**config.mk**
```make
export PLATFORM = sky130hd
export DESIGN_NAME = riscv_fetch
export DESIGN_NICKNAME = d
export VERILOG_FILES = /design/src/rtl/riscv_pkg.sv /design/src/rtl/fetch_fifo.sv /design/src/rtl/riscv_fetch.sv
export SDC_FILE = /design/constraint.sdc
export NUM_CORES = 1
export LEC_CHECK = 0
export BUFFER_PORTS_ARGS = -buffer_cell sky130_fd_sc_hd__buf_4
export CAP_MARGIN = 25
export CORE_AREA = 2 2 185 132
export DETAILED_ROUTE_END_ITERATION = 8
export DIE_AREA = 0 0 187 134
export PLACE_DENSITY = 0.81
export SLEW_MARGIN = 20
export SYNTH_ARGS = -nofsm -noshare
export SYNTH_HDL_FRONTEND = slang
export SYNTH_SLANG_ARGS = --single-unit
```
**constraint.sdc**
```tcl
create_clock -name clk -period 9.7 [get_ports clk]
set_input_delay 1.94 -clock clk [delete_from_list [all_inputs] [get_ports clk]]
set_output_delay 1.94 -clock clk [all_outputs]
set_load 0.01 [all_outputs]
```
**src/rtl/riscv_pkg.sv**
```systemverilog
// Shared fetch-stage types and constants for the riscv_debug core.
package riscv_pkg;

    localparam int unsigned XLEN = 32;
    localparam int unsigned ILEN = 32;

    localparam logic [XLEN-1:0] RESET_PC_DEFAULT = 32'h0000_0000;
    localparam logic [ILEN-1:0] NOP              = 32'h0000_0013;

    typedef struct packed {
        logic [XLEN-1:0] pc;
        logic [ILEN-1:0] instr;
    } fetch_entry_t;

    function automatic logic [XLEN-1:0] word_align(input logic [XLEN-1:0] addr);
        return {addr[XLEN-1:2], 2'b00};
    endfunction

endpackage

```
**src/rtl/fetch_fifo.sv**
```systemverilog
// Small synchronous FIFO with flush; head is read straight from storage so a
// pushed word becomes visible only after the clock edge that writes it.
module fetch_fifo #(
    parameter int unsigned WIDTH = 64,
    parameter int unsigned DEPTH = 2
) (
    input  logic                     clk,
    input  logic                     reset,
    input  logic                     flush,
    input  logic                     push,
    input  logic [WIDTH-1:0]         push_data,
    input  logic                     pop,
    output logic [WIDTH-1:0]         head,
    output logic                     full,
    output logic                     empty,
    output logic [$clog2(DEPTH):0]   count
);

    localparam int unsigned AW = $clog2(DEPTH);
    localparam int unsigned CW = AW + 1;

    logic [WIDTH-1:0] mem [DEPTH];
    logic [AW-1:0]    rd_ptr;
    logic [AW-1:0]    wr_ptr;
    logic             do_push;
    logic             do_pop;

    assign full    = (count == CW'(DEPTH));
    assign empty   = (count == '0);
    assign do_pop  = pop && !empty;
    assign do_push = push && (!full || do_pop);
    assign head    = mem[rd_ptr];

    always_ff @(posedge clk or posedge reset) begin
        if (reset) begin
            rd_ptr <= '0;
            wr_ptr <= '0;
            count  <= '0;
            for (int i = 0; i < int'(DEPTH); i++) begin
                mem[i] <= '0;
            end
        end else if (flush) begin
            rd_ptr <= '0;
            wr_ptr <= '0;
            count  <= '0;
        end else begin
            if (do_push) begin
                mem[wr_ptr] <= push_data;
                wr_ptr      <= wr_ptr + AW'(1);
            end
            if (do_pop) begin
                rd_ptr <= rd_ptr + AW'(1);
            end
            count <= count + CW'(do_push) - CW'(do_pop);
        end
    end

`ifndef SYNTHESIS
    a_no_overflow:  assert property (@(posedge clk) disable iff (reset)
                                     !(push && full && !pop && !flush));
    a_no_underflow: assert property (@(posedge clk) disable iff (reset)
                                     !(pop && empty && !flush));
`endif

endmodule

```
**src/rtl/riscv_fetch.sv**
```systemverilog
// Instruction-fetch stage: PC register, credit-limited in-order imem requests,
// response buffering with PC tagging, and redirect flush/discard handling.
module riscv_fetch
    import riscv_pkg::*;
#(
    parameter logic [XLEN-1:0] RESET_PC   = RESET_PC_DEFAULT,
    parameter int unsigned     FIFO_DEPTH = 2
) (
    input  logic              clk,
    input  logic              reset,
    output logic              imem_req_valid,
    input  logic              imem_req_ready,
    output logic [XLEN-1:0]   imem_req_addr,
    input  logic              imem_rsp_valid,
    input  logic [ILEN-1:0]   imem_rsp_data,
    input  logic              redirect_valid,
    input  logic [XLEN-1:0]   redirect_pc,
    output logic              instr_valid,
    input  logic              instr_ready,
    output logic [ILEN-1:0]   instr,
    output logic [XLEN-1:0]   instr_pc,
    output logic [XLEN-1:0]   instr_pc_plus4
);

    localparam int unsigned CW = $clog2(FIFO_DEPTH) + 1;

    logic [XLEN-1:0] pc;
    logic [CW-1:0]   outstanding;
    logic [CW-1:0]   discard;
    logic [CW:0]     credit_used;

    logic            req_fire;
    logic            rsp_keep;
    logic            instr_pop;

    fetch_entry_t    buf_push_entry;
    fetch_entry_t    buf_head;
    logic            buf_full;
    logic            buf_empty;
    logic [CW-1:0]   buf_count;

    logic [XLEN-1:0] pcq_head;
    logic            pcq_full;
    logic            pcq_empty;
    logic [CW-1:0]   pcq_count;
    logic            unused_flags;

    // Discarded responses still hold a credit until they return.
    assign credit_used    = {1'b0, outstanding} + {1'b0, buf_count};
    assign imem_req_valid = !reset && !redirect_valid
                            && (credit_used < (CW + 1)'(FIFO_DEPTH));
    assign imem_req_addr  = pc;
    assign req_fire       = imem_req_valid && imem_req_ready;

    // Only kept responses consume a PC-queue entry; the queue was already
    // flushed of the entries belonging to discarded requests.
    assign rsp_keep       = imem_rsp_valid && (discard == '0) && !redirect_valid;
    assign instr_pop      = instr_valid && instr_ready;

    assign buf_push_entry = '{pc: pcq_head, instr: imem_rsp_data};

    assign instr_valid    = !buf_empty;
    assign instr          = buf_head.instr;
    assign instr_pc       = buf_head.pc;
    assign instr_pc_plus4 = buf_head.pc + 32'd4;

    assign unused_flags   = ^{buf_full, pcq_full, pcq_empty, pcq_count};

    always_ff @(posedge clk or posedge reset) begin
        if (reset) begin
            pc          <= RESET_PC;
            outstanding <= '0;
            discard     <= '0;
        end else begin
            outstanding <= outstanding + CW'(req_fire) - CW'(imem_rsp_valid);
            if (redirect_valid) begin
                pc      <= word_align(redirect_pc);
                discard <= outstanding - CW'(imem_rsp_valid);
            end else begin
                if (req_fire) begin
                    pc <= pc + 32'd4;
                end
                if (imem_rsp_valid && (discard != '0)) begin
                    discard <= discard - CW'(1);
                end
            end
        end
    end

    fetch_fifo #(
        .WIDTH ($bits(fetch_entry_t)),
        .DEPTH (FIFO_DEPTH)
    ) u_ibuf (
        .clk       (clk),
        .reset     (reset),
        .flush     (redirect_valid),
        .push      (rsp_keep),
        .push_data (buf_push_entry),
        .pop       (instr_pop),
        .head      (buf_head),
        .full      (buf_full),
        .empty     (buf_empty),
        .count     (buf_count)
    );

    fetch_fifo #(
        .WIDTH (XLEN),
        .DEPTH (FIFO_DEPTH)
    ) u_pcq (
        .clk       (clk),
        .reset     (reset),
        .flush     (redirect_valid),
        .push      (req_fire),
        .push_data (pc),
        .pop       (rsp_keep),
        .head      (pcq_head),
        .full      (pcq_full),
        .empty     (pcq_empty),
        .count     (pcq_count)
    );

`ifndef SYNTHESIS
    a_rsp_expected: assert property (@(posedge clk) disable iff (reset)
                                     imem_rsp_valid |-> (outstanding != '0));
`endif

endmodule

```
# Word level (Yosys, flattened, before mapping)
# Index checks and enable logic that the tools add are counted.
# op_classes
n_eq_ne	2
add_sub_neg	15
n_lt_le_gt_ge	7
n_bitwise	5
muxes	26
reduce_logical	33
# ops
op	count
64-bit two-way mux	4
32-bit two-way mux	6
128-bit bitwise mux	1
32-bit by 3-bit adder with 32-bit output (second input constant)	2
64-bit bitwise mux	1
64-bit demux with 1-bit select	1
32-bit demux with 1-bit select	1
2-bit nonzero test	7
1-bit logical AND	13
2-bit >= comparator (second input constant)	4
1-bit two-way mux	8
2-bit two-way mux	4
1-bit inverter with 2-bit output	4
2-bit by 1-bit subtractor with 2-bit output	4
2-bit by 1-bit adder with 2-bit output	3
1-bit zero test	6
2-bit zero test	3
1-bit adder (second input constant)	4
2-bit equality test (second input constant)	2
2-bit by 1-bit < comparator with 1-bit output (second input constant)	2
2-bit AND reduction	2
2-bit by 2-bit adder with 3-bit output	1
3-bit by 2-bit < comparator with 1-bit output (second input constant)	1
1-bit logical OR	2
2 further kinds	2
# totals
register_bits	236
output_inout_bits	130
in_bits	70
elab_cells	101

# Depth between registers and ports, before layout
# logic_depth
depth_word	9
mapped_depth	13
mapped_depth_nobuf	11

# Hierarchy
# Synthesis repeated with hierarchy kept, for this count alone.
# unflattened
cells_unflattened	890
area_unflattened_um2	11762.5
# modules_own_cells
module	area_each_um2	cells_per_inst	n_inst	seq_area_each_um2
fetch_fifo (u_ibuf)	5983.2	366	1	3303.2
fetch_fifo (u_pcq)	3110.5	196	1	1701.6
riscv_fetch	2668.8	328	1	850.8

# Worst setup path after synthesis
# Ideal clock, no wire load.
# synth_path
kind	input -> output
from	input port redirect_valid
to	output port imem_req_valid
stages	3
t_arrival_ps	2791
path_slack_ps	4969
n_path_buf	1
required_time_ps	7760
path_cell_list	buf_2 > or4_4 > inv_1
# synth_via
elab_chain_cells	3
# synth_rtl
element	line	text
start, declared	riscv_fetch.sv:16	input logic redirect_valid,
1-bit zero test	riscv_fetch.sv:50	assign imem_req_valid = !reset && !redirect_valid
1-bit logical AND	riscv_fetch.sv:50	
1-bit logical AND	riscv_fetch.sv:51	&& (credit_used < (CW + 1)'(FIFO_DEPTH));
end, declared	riscv_fetch.sv:11	output logic imem_req_valid,
# Every way passes these cells.

# Worst setup path in the final report
# layout_path
from	register u_ibuf.rd_ptr
to	output port instr_pc_plus4[30]
# layout_via
elab_chain_cells	5
# layout_rtl
element	line	text
start, declared	fetch_fifo.sv:23	logic [AW-1:0] rd_ptr;
start signal, assigned	fetch_fifo.sv:52	rd_ptr <= rd_ptr + AW'(1);
1-bit inverter with 2-bit output (not written as such)	fetch_fifo.sv:32	assign head = mem[rd_ptr];
64-bit two-way mux (not written as such) (3 in a row)	fetch_fifo.sv:32	
32-bit by 3-bit adder with 32-bit output	riscv_fetch.sv:65	assign instr_pc_plus4 = buf_head.pc + 32'd4;
end, declared	riscv_fetch.sv:22	output logic [XLEN-1:0] instr_pc_plus4
# Every way passes these cells. The select of a mux whose other input is x is not followed.

==> impl_metrics.yaml <==
placed_design:
  dp.cells: 1437
  place_hpwl_um: 18460
  portBuffers: 191
  place_area_mm2: 0.01267
  gp_congestion: 0.8327
  dpl_worst_slack_ps: 4237
floorplan:
  dieArea_mm2: 0.02506
  num_io_pins: 200
  num_rows: 47
  core-area_mm2: 0.02335
  die_h_um: 134
  die_w_um: 187
  start_util_pct: 47.25
pwr:
  switchingPower_mw: 1.516
  combPwrFrac_pct: 42.1
  pwr-share-clk_pct: 20.2
  ir_worst_vdd_v: 0.0001805
  total_power_mw: 4.257
  switching_share_pct: 35.60
  power.leakage_nw: 6.158
  p_int_mw: 2.742
  power_density_mw_per_mm2: 317.2
  p_seq_share_pct: 37.7
synthesis:
  synth_edf_count: 0
  synth-main-ff-cell: "dfrtp_1"
  synth_cells: 976
  synth-compound-area-share_pct: 7.577
  yosys.area_share.simple_pct: 11.82
  ys_seq_elements: 226
  synthArstFlopShare_pct: 100.0
  netlist_area_mm2: 0.01103
  synth_top_family_by_area: "multiplexers"
  synth_xor_area_share_pct: 2.858
  ys_seq_area_share_pct: 51.27
  synth_area_per_cell_um2: 11.30
  synthMuxAreaShare_pct: 21.78
  yosys_warnings: 0
  ys_types: 58
  synthAdderAreaFrac_pct: 1.316
critical_path:
  rr_endpoint: "u_pcq.mem[40]"
  path_class: "flop to output pin"
  start_kind: "flop"
  reg2reg_slack_ps: 6120
  cp_data_required_time_ps: 7760
  worst_r2r_startpoint: "u_ibuf.count[0]"
  startpoint: "u_ibuf.rd_ptr"
  critPathArrivalTime_ps: 4140
  worst_r2r_path_depth: 9
  cp-end-kind: "output pin"
  endpoint: "instr_pc_plus4[30]"
  crit_fanout: 68
clock_tree:
  postCtsHoldBufs: 0
  clock_path_buffers: 3
  cts-root-buf: "clkbuf_16"
  htree_levels: 1
  cts_resized: 0
  cts_sinks: 226
  cts_buffers: 23
  cts_setup_buffers: 0
  clk_pin_slew_ps: 60
  insertion_delay_ps: 510
  cts_tree: "done"
routing:
  drtIter0Drc: 540
  wirelength_um: 26930
  vias: 8174
  drtPass1Iterations: 5
  routedWlPerCell_um: 18.21
  vias_per_cell: 5.527
  postRouteAntennaNets: 0
  drc: 0
layout:
  antennaDiodeCount: 0
  finalInstanceArea_mm2: 0.01342
  syn_to_final_growth_pct: 21.67
  drive_above_1_share_pct: 31.27
  final_cells: 1479
  nets: 1226
sta:
  fmax_mhz: 164.5
  tightest_slew_ps: 1009
  fin_crit_sh_pct: 62.67
  slew-limit-headroom_pct: 32.75
  setup_ws_ps: 3621
  skew_ps: 9.236
  final_max_slew_viol_count: 0
  hold_viol: 0
  fin_tns_setup_ps: 0
  setup_viol: 0
  post-route-min-period_ps: 6079
  grt_setup_unrepaired: "no"
grt:
  grt_pass1_vias: 8194
  grt_pass1_wl_um: 43600
  grt_usage_pct: 21.39
  antenna_found_initial: 0
  grt-ovfl-total: 0
  grt_max_degree: 153
job:
  cap_viol_max_count: 0
hold_path:
  hold_class: "flop to flop"
outcome:
  status: "finished, final reports clean"
## kinds of logic after synthesis
logic type      count (synthesis)
simple gates                  266
other cells                     1
mux                           218
fa+ha+maj                      11
flops                         226
xor+xnor                       36
compound gates                136
buf+inv                        82
## synthesized netlist by cell type (all sizes together) (2+ instances only)
cell type,n,share of area (%)
a21o,3,0.20
a21oi,38,1.7
a221o,2,0.18
a22oi,3,0.20
a31oi,7,0.53
a32oi,5,0.40
and2,3,0.17
and3,5,0.28
and4,2,0.16
buf,25,1.4
clkbuf,35,1.2
dfrtp,226,51
ha,10,1.1
inv,22,0.75
mux2,176,18
mux2i,42,3.8
nand2,93,3.2
nand2b,8,0.48
nand3,24,1.1
nand3b,8,0.54
nand4,16,0.91
nand4b,7,0.56
nor2,65,2.3
nor2b,12,0.68
nor3,9,0.41
nor3b,2,0.14
nor4,5,0.42
o211ai,5,0.34
o21ai,53,2.4
o311ai,12,0.95
xnor2,21,1.7
xor2,15,1.2
## power by group through the flow
stage	combinational (mW)	clock (mW)	sequential, mW
after floorplan	1.10	0	1.51
after global placement	1.75	0	1.58
after detailed placement	1.79	0	1.61
after CTS	1.81	0.876	1.60
after global routing	1.95	0.916	1.66
final	1.79	0.861	1.60
## cell type report
type,instances,area (µm²)
Tap cell,318,397.9
Clock buffer,35,660.6
Inverter,22,95.09
Multi-Input combinational cell,673,5032
Timing Repair Buffer,199,1514
Clock inverter,6,61.31
Sequential cell,226,5659
Fill cell,1919,9926
## worst min-delay path by stage
stage | start | end | slack (ps) | depth (start not counted)
after floorplan | u_ibuf.mem[62] | u_ibuf.mem[62] | 440 | 2
after global placement | u_ibuf.mem[63] | u_ibuf.mem[63] | 460 | 2
after detailed placement | u_ibuf.mem[63] | u_ibuf.mem[63] | 480 | 2
after CTS | u_ibuf.mem[63] | u_ibuf.mem[63] | 490 | 2
after global routing | u_pcq.mem[8] | u_pcq.mem[8] | 500 | 1
final | u_ibuf.mem[63] | u_ibuf.mem[63] | 490 | 2
## flip-flops by register name, indices dropped and copies added (netlist names)
name,cells
u_pcq.wr_ptr,1
imem_req_addr,30
u_ibuf.count,2
u_pcq.rd_ptr,1
outstanding,2
u_ibuf.wr_ptr,1
u_pcq.mem,60
u_ibuf.mem,124
u_ibuf.rd_ptr,1
u_pcq.count,2
discard,2
## worst max-delay path: stages, from the launching register on
cell      delay (ps)
dfrtp_4          640
buf_4            700
nand3_1          250
a222oi_1         820
nand4b_1         510
nor3_1           360
xor2_1           170
buf_4            140
## stage by stage
step           utilization [%]  hold slack [ps]
6_report                 57.48            486.2
5_1_grt                  57.48            501.7
4_1_cts                  57.35            485.5
3_5_place_dp             54.25            479.7
3_3_place_gp             54.25            458.3
2_1_floorplan                -            444.4
## layout by cell type (no fill, tap or decap), types with 4 or more instances in the layout
cell type  instances
a21oi_1           38
a31oi_1            6
a32oi_1            5
and3_1             5
buf_4            198
clkbuf_1           8
clkbuf_16         23
clkbuf_8           4
conb_1             6
dfrtp_1          225
ha_1              10
inv_1             20
mux2_1            59
mux2_2           117
mux2i_1           42
nand2_1           92
nand2b_1           7
nand3_1           24
nand3b_1           8
nand4_1           16
nand4b_1           7
nor2_1            64
nor2b_1           12
nor3_1             8
nor4_1             4
o211ai_1           5
o21ai_0           53
o311ai_0          12
xnor2_1           21
xor2_1            15
## layer usage
layer  wire [µm]  track usage (%)  vias up
met1       12040            30.55     4089
li1            -                -     3795
met2       12730            34.41      257
met5           0                0        -
met4         443            4.409        0
met3        1718            3.951       33
No activity file was read; power rests on OpenSTA's default activity.
